**src/rtl/gpu_pkg.sv**
```systemverilog
// ---------------------------------------------------------------------------
// gpu_pkg
//  Shared types and sizing helpers for the GPU raster blocks.
//  Contents:
//    DEF_W_BITS / DEF_H_BITS  default screen coordinate widths
//    coord_x_t / coord_y_t    coordinate types at the default widths
//    line_state_t             line rasterizer FSM states
//    err_bits()               width of the signed Bresenham error/delta terms
// ---------------------------------------------------------------------------
`ifndef WIDTH_BITS
`define WIDTH_BITS 10
`endif
`ifndef HEIGHT_BITS
`define HEIGHT_BITS 9
`endif

package gpu_pkg;

  localparam int DEF_W_BITS = `WIDTH_BITS;
  localparam int DEF_H_BITS = `HEIGHT_BITS;

  typedef logic [DEF_W_BITS-1:0] coord_x_t;
  typedef logic [DEF_H_BITS-1:0] coord_y_t;

  typedef enum logic [1:0] {
    IDLE  = 2'd0,
    SETUP = 2'd1,
    DRAW  = 2'd2,
    DONE  = 2'd3
  } line_state_t;

  // The error term spans roughly [-|dy|, +|dx|] and is doubled during a
  // step, so one bit for sign plus one bit of headroom above the wider axis.
  function automatic int err_bits(input int w_bits, input int h_bits);
    return ((w_bits > h_bits) ? w_bits : h_bits) + 2;
  endfunction

endpackage

```
**src/rtl/gpu_line_step.sv**
```systemverilog
// ---------------------------------------------------------------------------
// gpu_line_step
//  Purely combinational single Bresenham step. Given the current error term,
//  the deltas (dx >= 0, dy <= 0), step directions and current point, returns
//  the next error term and point. Shared with the fill engine's edge walker.
//  Ports:
//    err_i, dx_i, dy_i   signed error and deltas
//    sx_neg_i, sy_neg_i  1 = step towards decreasing x / y
//    x_i, y_i            current point
//    err_o, x_o, y_o     next error term and point
// ---------------------------------------------------------------------------
module gpu_line_step
  import gpu_pkg::*;
#(
  parameter int W_BITS   = DEF_W_BITS,
  parameter int H_BITS   = DEF_H_BITS,
  parameter int ERR_BITS = err_bits(DEF_W_BITS, DEF_H_BITS)
) (
  input  logic signed [ERR_BITS-1:0] err_i,
  input  logic signed [ERR_BITS-1:0] dx_i,
  input  logic signed [ERR_BITS-1:0] dy_i,
  input  logic                       sx_neg_i,
  input  logic                       sy_neg_i,
  input  logic        [W_BITS-1:0]   x_i,
  input  logic        [H_BITS-1:0]   y_i,
  output logic signed [ERR_BITS-1:0] err_o,
  output logic        [W_BITS-1:0]   x_o,
  output logic        [H_BITS-1:0]   y_o
);

  logic signed [ERR_BITS:0] e2;
  logic signed [ERR_BITS:0] dx_ext;
  logic signed [ERR_BITS:0] dy_ext;
  logic                     step_x;
  logic                     step_y;

  // Both axis decisions look at the pre-step error; the two corrections are
  // summed so a diagonal move is a single update. e2 gets one extra bit so
  // doubling never overflows.
  always_comb begin
    e2     = {err_i, 1'b0};
    dx_ext = {dx_i[ERR_BITS-1], dx_i};
    dy_ext = {dy_i[ERR_BITS-1], dy_i};
    step_x = (e2 >= dy_ext);
    step_y = (e2 <= dx_ext);

    err_o = err_i;
    x_o   = x_i;
    y_o   = y_i;
    if (step_x) begin
      err_o = err_o + dy_i;
      x_o   = sx_neg_i ? (x_i - W_BITS'(1)) : (x_i + W_BITS'(1));
    end
    if (step_y) begin
      err_o = err_o + dx_i;
      y_o   = sy_neg_i ? (y_i - H_BITS'(1)) : (y_i + H_BITS'(1));
    end
  end

endmodule

```
**src/rtl/gpu_line_rasterizer.sv**
```systemverilog
// ---------------------------------------------------------------------------
// gpu_line_rasterizer
//  Bresenham line rasterizer. Accepts one segment (x0,y0)->(x1,y1) and offers
//  one pixel per cycle to the output decoder, advancing only when the
//  framebuffer writer accepts it (pixel_ready).
//  Ports:
//    clk, rst             clock, asynchronous active-high reset
//    start                begin a new line (honoured only when idle)
//    abort                cancel the line in progress
//    x0_i, y0_i           start point
//    x1_i, y1_i           end point
//    pixel_ready          downstream accepts the offered pixel this cycle
//    x_line_o, y_line_o   offered pixel (registered)
//    line_active          pixel on x/y_line_o is valid
//    busy                 line being set up or drawn
//    done                 one-cycle pulse after the last pixel is accepted
// ---------------------------------------------------------------------------
module gpu_line_rasterizer
  import gpu_pkg::*;
#(
  parameter int W_BITS = DEF_W_BITS,
  parameter int H_BITS = DEF_H_BITS
) (
  input  logic              clk,
  input  logic              rst,
  input  logic              start,
  input  logic              abort,
  input  logic [W_BITS-1:0] x0_i,
  input  logic [W_BITS-1:0] x1_i,
  input  logic [H_BITS-1:0] y0_i,
  input  logic [H_BITS-1:0] y1_i,
  input  logic              pixel_ready,
  output logic [W_BITS-1:0] x_line_o,
  output logic [H_BITS-1:0] y_line_o,
  output logic              line_active,
  output logic              busy,
  output logic              done
);

  localparam int ERR_BITS = err_bits(W_BITS, H_BITS);

  line_state_t state_q, state_d;

  logic        [W_BITS-1:0]   x0_q, x0_d, x1_q, x1_d;
  logic        [H_BITS-1:0]   y0_q, y0_d, y1_q, y1_d;
  logic signed [ERR_BITS-1:0] dx_q, dx_d, dy_q, dy_d, err_q, err_d;
  logic                       sx_neg_q, sx_neg_d, sy_neg_q, sy_neg_d;
  logic        [W_BITS-1:0]   x_q, x_d;
  logic        [H_BITS-1:0]   y_q, y_d;
  logic                       line_active_q, line_active_d;
  logic                       busy_q, busy_d;
  logic                       done_q, done_d;

  logic        [W_BITS-1:0]   x_span;
  logic        [H_BITS-1:0]   y_span;
  logic signed [ERR_BITS-1:0] setup_dx, setup_dy;
  logic                       last_pixel;
  logic signed [ERR_BITS-1:0] step_err;
  logic        [W_BITS-1:0]   step_x;
  logic        [H_BITS-1:0]   step_y;

  gpu_line_step #(
    .W_BITS   (W_BITS),
    .H_BITS   (H_BITS),
    .ERR_BITS (ERR_BITS)
  ) u_step (
    .err_i    (err_q),
    .dx_i     (dx_q),
    .dy_i     (dy_q),
    .sx_neg_i (sx_neg_q),
    .sy_neg_i (sy_neg_q),
    .x_i      (x_q),
    .y_i      (y_q),
    .err_o    (step_err),
    .x_o      (step_x),
    .y_o      (step_y)
  );

  // Spans are taken as unsigned magnitudes first and then zero-extended, so
  // full-width coordinates never produce a spurious negative delta.
  always_comb begin
    x_span     = (x1_q >= x0_q) ? (x1_q - x0_q) : (x0_q - x1_q);
    y_span     = (y1_q >= y0_q) ? (y1_q - y0_q) : (y0_q - y1_q);
    setup_dx   = $signed(ERR_BITS'(x_span));
    setup_dy   = -$signed(ERR_BITS'(y_span));
    last_pixel = (x_q == x1_q) && (y_q == y1_q);
  end

  // Abort takes priority over acceptance of the current pixel. Status
  // outputs are derived from the next state so they are registered yet
  // line up with the state they describe.
  always_comb begin
    state_d  = state_q;
    x0_d     = x0_q;
    y0_d     = y0_q;
    x1_d     = x1_q;
    y1_d     = y1_q;
    dx_d     = dx_q;
    dy_d     = dy_q;
    err_d    = err_q;
    sx_neg_d = sx_neg_q;
    sy_neg_d = sy_neg_q;
    x_d      = x_q;
    y_d      = y_q;

    case (state_q)
      IDLE: begin
        if (start) begin
          x0_d    = x0_i;
          y0_d    = y0_i;
          x1_d    = x1_i;
          y1_d    = y1_i;
          state_d = SETUP;
        end
      end
      SETUP: begin
        if (abort) begin
          state_d = IDLE;
        end else begin
          dx_d     = setup_dx;
          dy_d     = setup_dy;
          err_d    = setup_dx + setup_dy;
          sx_neg_d = !(x0_q < x1_q);
          sy_neg_d = !(y0_q < y1_q);
          x_d      = x0_q;
          y_d      = y0_q;
          state_d  = DRAW;
        end
      end
      DRAW: begin
        if (abort) begin
          state_d = IDLE;
        end else if (pixel_ready) begin
          if (last_pixel) begin
            state_d = DONE;
          end else begin
            err_d = step_err;
            x_d   = step_x;
            y_d   = step_y;
          end
        end
      end
      DONE: begin
        state_d = IDLE;
      end
      default: begin
        state_d = IDLE;
      end
    endcase

    line_active_d = (state_d == DRAW);
    busy_d        = (state_d == SETUP) || (state_d == DRAW);
    done_d        = (state_d == DONE);
  end

  always_ff @(posedge clk or posedge rst) begin
    if (rst) begin
      state_q       <= IDLE;
      x0_q          <= '0;
      y0_q          <= '0;
      x1_q          <= '0;
      y1_q          <= '0;
      dx_q          <= '0;
      dy_q          <= '0;
      err_q         <= '0;
      sx_neg_q      <= 1'b0;
      sy_neg_q      <= 1'b0;
      x_q           <= '0;
      y_q           <= '0;
      line_active_q <= 1'b0;
      busy_q        <= 1'b0;
      done_q        <= 1'b0;
    end else begin
      state_q       <= state_d;
      x0_q          <= x0_d;
      y0_q          <= y0_d;
      x1_q          <= x1_d;
      y1_q          <= y1_d;
      dx_q          <= dx_d;
      dy_q          <= dy_d;
      err_q         <= err_d;
      sx_neg_q      <= sx_neg_d;
      sy_neg_q      <= sy_neg_d;
      x_q           <= x_d;
      y_q           <= y_d;
      line_active_q <= line_active_d;
      busy_q        <= busy_d;
      done_q        <= done_d;
    end
  end

  assign x_line_o    = x_q;
  assign y_line_o    = y_q;
  assign line_active = line_active_q;
  assign busy        = busy_q;
  assign done        = done_q;

endmodule

```
**config.mk**
```make
export PLATFORM = sky130hd
export DESIGN_NAME = gpu_line_rasterizer
export DESIGN_NICKNAME = d
export VERILOG_FILES = /design/src/rtl/gpu_pkg.sv /design/src/rtl/gpu_line_step.sv /design/src/rtl/gpu_line_rasterizer.sv
export SDC_FILE = /design/constraint.sdc
export NUM_CORES = 1
export LEC_CHECK = 0
export BUFFER_PORTS_ARGS = -buffer_cell sky130_fd_sc_hd__buf_2
export CAP_MARGIN = 20
export CELL_PAD_IN_SITES_DETAIL_PLACEMENT = 2
export CELL_PAD_IN_SITES_GLOBAL_PLACEMENT = 2
export CORE_ASPECT_RATIO = 0.6
export CORE_MARGIN = 10
export CORE_UTILIZATION = 41
export DETAILED_ROUTE_END_ITERATION = 8
export PLACE_DENSITY_LB_ADDON = 0.1
export SYNTH_ARGS = -nofsm -noshare
export SYNTH_HDL_FRONTEND = slang
export SYNTH_SLANG_ARGS = --single-unit
```
**constraint.sdc**
```tcl
create_clock -name clk -period 9.1 [get_ports clk]
set_input_delay 1.365 -clock clk [delete_from_list [all_inputs] [get_ports clk]]
set_output_delay 1.365 -clock clk [all_outputs]
set_load 0.02 [all_outputs]
```
== Word-level counts from Yosys, hierarchy flattened ==
Index checks and enable logic that the tools add are counted.
Widths: inputs -> output; s select.

* $add $sub $neg: 12
* Multiply operators: 0
* Divide/modulo/power cells: 0
* Magnitude comparators: 6
* Eq/ne operators: 14
* Shift operators: 0
* Muxes and demuxes: 29
* Bitwise gates (word level): 1
* Reductions and logical operators: 11

{| class="wikitable"
|+ Operator list
! cell !! count
|-
| $mux 12 || 6
|-
| $mux 10 || 7
|-
| $mux 9 || 7
|-
| $pmux 12 s2 || 1
|-
| $pmux 10 s2 || 1
|-
| $sub 10x10->10 || 2
|-
| $pmux 9 s2 || 1
|-
| $sub 9x9->9 || 2
|-
| $ge 13x12->1 || 1
|-
| $le 13x11->1 || 1
|-
| $add 11x12->12 || 1
|-
| $add 12x11->12 || 1
|-
| $add 12x12->12 || 1
|-
| $neg 9->12 || 1
|-
| $reduce_and 6->1 || 2
|-
| $add 10x1->10 const B || 1
|-
| $eq 10x10->1 || 1
|-
| $ge 10x10->1 || 1
|-
| $lt 10x10->1 || 1
|-
| $mux 2 || 5
|-
| $sub 10x1->10 const B || 1
|-
| $add 9x1->9 const B || 1
|-
| $eq 9x9->1 || 1
|-
| $ge 9x9->1 || 1
|-
| 15 further kinds || 25
|}

* Flip-flop bits (word level): 98
* Latch bits: 0
* RAM bits: 0
* ROM bits: 0
* Bits of input ports: 43
* Word-level logic and storage cells: 88
* Memories: 0

== Depth between registers and ports, before layout ==
Gate-level depths: netlist of run 1.

* Depth in word-level cells: 8
* Gate-level depth with buffers: 22
* Depth with buffers taken out: 20

== Hierarchy ==
A second synthesis of run 1 with hierarchy kept.

* Cell total of the unflattened synthesis: 1063
* Area total of the unflattened synthesis: 8923.6 sq um

{| class="wikitable"
|+ By module, submodules not included
! module !! times used !! cells an instance !! area an instance (sq um)
|-
| gpu_line_rasterizer || 1 || 731 || 6324.8
|-
| gpu_line_step || 1 || 332 || 2598.7
|}

== Least setup slack after synthesis of run 1 ==
Ideal clock, no wire load.

* Path type: register to register
* Start: reg err_q[11]
* End: reg err_q[8]
* Library setup time: 0.138 ns
* Arrival: 4.386 ns
* Required time: 8.962 ns
* Slack: 4.577 ns
* Stages on the path, launching flop included: 19
* Path buffers: 1
* Clock period less this slack: 4.523 ns
* Cell sequence: dfrtp_1 -> ha_1 -> or3b_1 -> a211o_1 -> a2111o_1 -> o211ai_1 -> buf_2 -> mux2_2 -> ha_1 -> fa_1 -> a21o_1 -> a21oi_1 -> nor2b_1 -> o311a_1 -> o21ai_0 -> a2bb2oi_1 -> mux2_2 -> mux2i_1 -> o21ai_0

* Word-level cells in the longest chain between the ends: 8

{| class="wikitable"
|+ RTL lines
! element !! RTL line !! source
|-
| start: declaration || gpu_line_rasterizer.sv:46 || <nowiki>logic signed [ERR_BITS-1:0] dx_q, dx_d, dy_q, dy_d, err_q, err_d;</nowiki>
|-
| start signal: assignment || gpu_line_rasterizer.sv:181 || <nowiki>err_q <= err_d;</nowiki>
|-
| $ge 13x12->1 || gpu_line_step.sv:44 || <nowiki>step_x = (e2 >= dy_ext);</nowiki>
|-
| $mux 12 || gpu_line_step.sv:50 || <nowiki>if (step_x) begin</nowiki>
|-
| $add 12x11->12 || gpu_line_step.sv:55 || <nowiki>err_o = err_o + dx_i;</nowiki>
|-
| $mux 12 * || gpu_line_step.sv:54 || <nowiki>if (step_y) begin</nowiki>
|-
| $mux 12 * || gpu_line_rasterizer.sv:134 || <nowiki>if (last_pixel) begin</nowiki>
|-
| $mux 12 * || gpu_line_rasterizer.sv:133 || <nowiki>end else if (pixel_ready) begin</nowiki>
|-
| $mux 12 * || gpu_line_rasterizer.sv:131 || <nowiki>if (abort) begin</nowiki>
|-
| $pmux 12 s2 * || gpu_line_rasterizer.sv:106 || <nowiki>case (state_q)</nowiki>
|}

Every way passes the cells marked *; elsewhere a longest branch is shown, timed or not. The select of a mux whose other input is x is not followed.
A chain may end at the register's enable or synchronous reset.

== Worst setup path after layout of run 1 ==
* Start: reg x1_q[0]
* End: reg err_q[9]

* Word-level cells in the longest chain between the ends: 5

{| class="wikitable"
|+ RTL lines
! element !! RTL line !! source
|-
| start: declaration || gpu_line_rasterizer.sv:44 || <nowiki>logic [W_BITS-1:0] x0_q, x0_d, x1_q, x1_d;</nowiki>
|-
| start signal: assignment || gpu_line_rasterizer.sv:161 || <nowiki>x1_q <= '0;</nowiki>
|-
| start signal: assignment || gpu_line_rasterizer.sv:177 || <nowiki>x1_q <= x1_d;</nowiki>
|-
| $sub 10x10->10 / $ge 10x10->1 (equally long branches) || gpu_line_rasterizer.sv:82 || <nowiki>x_span = (x1_q >= x0_q) ? (x1_q - x0_q) : (x0_q - x1_q);</nowiki>
|-
| $mux 10 * || gpu_line_rasterizer.sv:82 ||
|-
| via x_span[9] || gpu_line_rasterizer.sv:54 || <nowiki>logic [W_BITS-1:0] x_span;</nowiki>
|-
| $add 11x12->12 * || gpu_line_rasterizer.sv:122 || <nowiki>err_d = setup_dx + setup_dy;</nowiki>
|-
| $mux 12 * || gpu_line_rasterizer.sv:117 || <nowiki>if (abort) begin</nowiki>
|-
| $pmux 12 s2 * || gpu_line_rasterizer.sv:106 ||
|}

The timed path passes the listed nets; every way through them passes the cells marked *. The select of a mux whose other input is x is not followed.

==> results.yml, run 1 <==
status:
  status: "completed"
timing:
  max_freq_ghz: 0.184
  finalSetupTns_ps: 0
  finalCritPeriodShare: 0.599
  skew_ps: 6.84
  final-hold-violation-count: 0
  rsz0062_at_grt: "no"
  post-route-min-period_ps: 5450
  max_slew_margin: 0.349
  worst_slack_ps: 3650
  slew_viol_final: 0
  worst_slew_pin_slew_ps: 972
  finalSetupViolCount: 0
synth:
  yosysUniqueCellTypes: 73
  syn-cell-area_um2: 8750
  netlist.area_leader.share: 0.280
  yosysWarnings: 0
  synthFlopType: "dfrtp_1"
  ys_ff_latch: 98
  netlist_top_cells_area: "dfrtp_1 (28%), ha_1 (16%), o21ai_0 (6.0%), nand2_1 (4.4%), inv_1 (4.3%)"
  yosysTopAreaCell: "dfrtp_1"
  synthMostInstantiatedCell: "ha_1"
  synth-seq-area-share: 0.280
  synth_common_cells: "ha_1 (109), o21ai_0 (105), nand2_1 (103)"
  synthCells: 1045
  synthesis.nets: 1206
  synth_area_per_cell_um2: 8.37
  async_flop_share: 1.00
  synth_edf_count: 0
place:
  dpl.hpwl_mm: 24.8
  routabilityCongestion: 0.887
  portBuffers: 64
  place_inst: 1360
  place_area_um2: 9350
  dp_slack_ps: 3820
clock_tree:
  clock_latency_ps: 360
  clkTransAtPathRegs_ps: 70
  root_buffer: "clkbuf_16"
  tritoncts: "yes"
  h-tree-depth: 3
  clk_path_buf_depth: 2
  cts_buffers: 9
  cts_resized: 0
  cts-hold-fix-buffers: 0
  postCtsSetupBuffers: 0
  clock-sinks: 98
setup_path:
  crit_fanout: 14
  crit_required_ps: 9410
  critical_path_class: "flop to flop"
  endpoint_kind: "flop"
  worst_ep_arrival_time_ps: 5750
  cp-start-kind: "flop"
global_route:
  grt_util_met1: 0.324
  grt_pass1_wl_mm: 50.4
  antenna_found_initial: 1
  grt_max_degree: 77
  groute.layer.met3.usage: 0.0502
  grt.met2_usage: 0.337
  grt_pass1_vias: 8541
  gr-total-overflow: 0
  busiest_layer: "met2"
  grtUsageTotal: 0.224
routing:
  ant_nets: 0
  drtIter0Drc: 526
  route.detailed.drc: 0
  viasPerCell: 5.74
  wl_per_cell_um: 22.4
  dr.pass1.iters: 5
  routed_wl_mm: 30.8
  num_vias: 7899
layout:
  nFillCells: 2382
  areaGrowthSynthToFinish_pct: 10.3
  final_cells: 1377
  finalNetCount: 1253
  drive_gt1_frac: 0.119
  fin_area_um2: 9650
die:
  row_count: 41
  die_h_um: 133
  die_width_um: 209
  fp.dieArea_um2: 27800
  io_pins: 65
  core_um2: 21000
  start_util: 0.417
hold_path:
  hp-class: "flop to flop"
job:
  cap_violations: 0
## worst paths after layout
| path | to | start | cells after the start | slack [ps] |
|---|---|---|---|---|
| min in group asynchronous | y0_q[6] | rst | 2 | 1020 |
| max | err_q[9] | x1_q[0] | 19 | 3650 |
| max reg2reg | err_q[9] | x1_q[0] | 19 | 3650 |
| min reg2reg | dx_q[0] | dx_q[0] | 2 | 550 |
| min | dx_q[0] | dx_q[0] | 2 | 550 |
| max in group asynchronous | x0_q[1] | rst | 3 | 6830 |
## per-layer routing
metal / share of wire / vias up
met4: 0.0087 / 0
met3: 0.049 / 23
met5: 0 / -
li1: - / 3759
met1: 0.52 / 3986
met2: 0.42 / 131
## through the flow
step | util | hold WS [ps]
after global placement | 0.446 | 521
after global routing | 0.460 | 571
after floorplan | - | 469
after CTS | 0.460 | 558
after detailed placement | 0.446 | 535
final | 0.460 | 552
## sequential cells by signal (all words and copies together) (netlist names), 2 cells and up
register / cells
y_line_o: 9
x1_q: 10
x_line_o: 10
dy_q: 12
dx_q: 10
y0_q: 9
err_q: 12
x0_q: 10
state_q: 2
y1_q: 9
## area by class of cell
cell class / count / area [um2] / area share
multi-input cells: 809 / 5780 / 0.598
clock buffers: 14 / 264 / 0.0273
diodes: 1 / 2.50 / 0.000259
repair buffers: 74 / 395 / 0.0410
well taps: 279 / 349 / 0.0362
inverters: 100 / 378 / 0.0391
clock inverters: 2 / 35.0 / 0.00363
flip-flops and latches: 98 / 2450 / 0.254
## cells in the final DEF, fill, tap and decap left out, types with 11 or more instances in the layout
cell      netlist  layout
ha_1          109     109
o21ai_0       105     105
nand2_1       103     103
inv_1         100      99
dfrtp_1        98      98
a21oi_1        69      69
buf_2           4      64
nor2_1         62      61
xnor2_1        42      42
a21o_1         34      34
nand3_1        22      22
mux2_2         22      22
xor2_1         21      21
nor3_1         20      20
nor2b_1        21      20
nand4_1        12      12
a211oi_1       11      11
## cells by family after synthesis
logic type | after synthesis | synth area share
adders and majority gates | 118 | 0.176
AOI/OAI and AO/OA | 299 | 0.215
DFF | 98 | 0.280
buffers and inverters | 138 | 0.0606
muxes | 31 | 0.0392
and+or+nand+nor | 298 | 0.166
xor gates and xnor gates | 63 | 0.0631
## critical path, stage by stage (launching register included)
cell	delay [ps]
dfrtp_1	410
inv_1	100
ha_1	150
inv_1	70
fa_1	400
a21o_1	210
a211oi_1	350
o211ai_1	180
and2_1	380
mux2_2	360
a211oi_1	430
o21ai_0	290
a21oi_1	260
xnor2_1	270
ha_1	400
and3_1	200
a21o_1	170
or4_1	490
o21ai_0	100
mux2_2	190
Power of run 1 is not shown: default switching activity piles up to over one toggle a cycle in this logic, so the estimate is an artifact.
==> inputs of run 2 (changes only) <==
CORE_UTILIZATION = 34   (was 41)
clock period = 4.75 ns   (was 9.1 ns; I/O delays follow)
==> run 2 against run 1 <==
Against the previous run:
- clock skew grew 5.3 ps
- critical path depth shrank 1
- via count grew 3.3%
- sequential share of layout area shrank 2.1 points
- utilization shrank 4.3 points
- final area grew 9.2%
- critical endpoint unchanged
- die area grew 18%
- non-clock buffer count grew 77
- flip-flop and latch count is the same
- cell count grew 9.2%
- count of clock-buffer cells in the layout shrank 5
==> results.yml, run 2 (synthesis results as in run 1) <==
routing:
  viasPerCell: 5.43
  drtIter0Drc: 425
  wl_met2_mm: 14.1
  wl_met3_um: 933
  ant_nets: 0
  routed_wl_mm: 32.9
  top_layer_used: "met4"
  wl_per_cell_um: 21.9
  route.detailed.drc: 0
  num_vias: 8156
  dr.pass1.iters: 5
  wl_met1_mm: 17.7
place:
  dpl.hpwl_mm: 26.3
  routabilityCongestion: 0.857
  portBuffers: 64
  place_inst: 1474
  place_area_um2: 9900
setup_path:
  crit_path_max_incr_delay_ps: 540
  critical_path_class: "flop to flop"
  endpoint_kind: "flop"
  worstPathCellList: "inv_1 > ha_1 > nand4_1 > o31a_1 > nor2_2 > buf_4 > nor4_1 > o21ai_0 > and2_2 > buf_4 > nand4_1 > xnor2_2 > ha_1 > and3_1 > a21o_1 > or4_1 > o21ai_0 > mux2_2"
  critical_path.slowest_cell: "or4_1"
  crit_fanout: 7
  cp-start-kind: "flop"
  crit_required_ps: 5070
  worst_ep_arrival_time_ps: 5040
layout:
  finalNetCount: 1330
  layout_commonest_cell: "ha_1"
  diodes: 0
  final_cell_mix: "ha_1 (105), nand2_1 (102), inv_1 (98), dfrtp_1 (98), o21ai_0 (95)"
  top_regs: "dy_q x12, err_q x12"
  final_cells: 1503
  drive_gt1_frac: 0.212
  areaGrowthSynthToFinish_pct: 20.4
  fin_area_um2: 10500
timing:
  rsz0062_at_grt: "yes"
  post-route-min-period_ps: 4720
  finalCritPeriodShare: 0.995
  skew_ps: 12.2
  worst_slew_pin_slew_ps: 1100
  slew_viol_final: 0
  max_freq_ghz: 0.212
  max_slew_margin: 0.267
  finalSetupViolCount: 0
  finalSetupTns_ps: 0
  hold_ws_ps: 380
  final-hold-violation-count: 0
die:
  fp.dieArea_um2: 32800
  core_um2: 25300
  die_width_um: 227
  io_pins: 65
  row_count: 45
  die_h_um: 144
  start_util: 0.346
global_route:
  grt_pass1_vias: 8714
  grtUsageTotal: 0.203
  antenna_found_initial: 1
  gr-total-overflow: 0
  grt_max_degree: 78
  grt_pass1_wl_mm: 51.6
clock_tree:
  clk_path_buf_depth: 2
  clock_latency_ps: 380
  root_buffer: "clkbuf_16"
  clock-sinks: 98
  clkTransAtPathRegs_ps: 70
  cts-hold-fix-buffers: 0
  tritoncts: "yes"
  cts_buffers: 9
  h-tree-depth: 3
status:
  status: "completed"
hold_path:
  hp-class: "input port to async pin"
job:
  cap_violations: 0
[run 2: cell types whose count changed in the layout (fill, tap and decap cells not counted), sizes merged]
cell	previous run	this run
clkinvlp	0	3
clkinv	1	3
clkbuf	14	9
bufinv	1	0
buf	74	151
inv	100	101
diode	1	0
[run 2: cell type report]
cell class	instances	area, um2
repair buffers	151	977
fillers	2903	14700
inverters	100	378
multi-input cells	809	6040
well taps	329	412
flip-flops and latches	98	2450
clock buffers	9	225
clock inverters	7	53.8
[run 2: final timing paths]
check	startpoint	end	slack [ps]	cells past startpoint
setup / recovery	y0_q[4]	err_q[9]	30	18
hold / removal	rst	dy_q[10]	380	2
setup reg to reg	y0_q[4]	err_q[9]	30	18
hold reg to reg	dy_q[0]	dy_q[0]	540	2
max in group asynchronous	rst	sx_neg_q	3520	3
min in group clk	x1_i[1]	x1_q[1]	530	3
[run 2: critical path, delay by kind of cell (launching register included)]
kind / cells / cell delay [ps]
buffers and inverters: 3 / 460
AOI/OAI and AO/OA: 4 / 950
and+or+nand+nor: 7 / 1730
DFF: 1 / 380
xor gates and xnor gates: 1 / 300
adders and majority gates: 2 / 670
muxes: 1 / 180
[run 2: repair_timing]
item | in CTS | in global routing
buffers inserted | 2 | 11
resized for setup | 25 | 36
pin swaps | 5 | 22
setup endpoints to repair | 4 | 5
[run 2: metal layers]
metal	vias up	track usage
li1	3918	-
met1	4140	0.302
met2	87	0.305
met3	11	0.0364
met4	0	0.0279
met5	-	0
[run 2: stage by stage]
| step | worst slack [ps] | util |
|---|---|---|
| 2_1_floorplan | 227 | - |
| 3_3_place_gp | 13.3 | 0.392 |
| 3_5_place_dp | -258 | 0.392 |
| 4_1_cts | 16.8 | 0.406 |
| 5_1_grt | -195 | 0.417 |
| 6_report | 25.5 | 0.417 |
Power of run 2 is left out for the same reason.
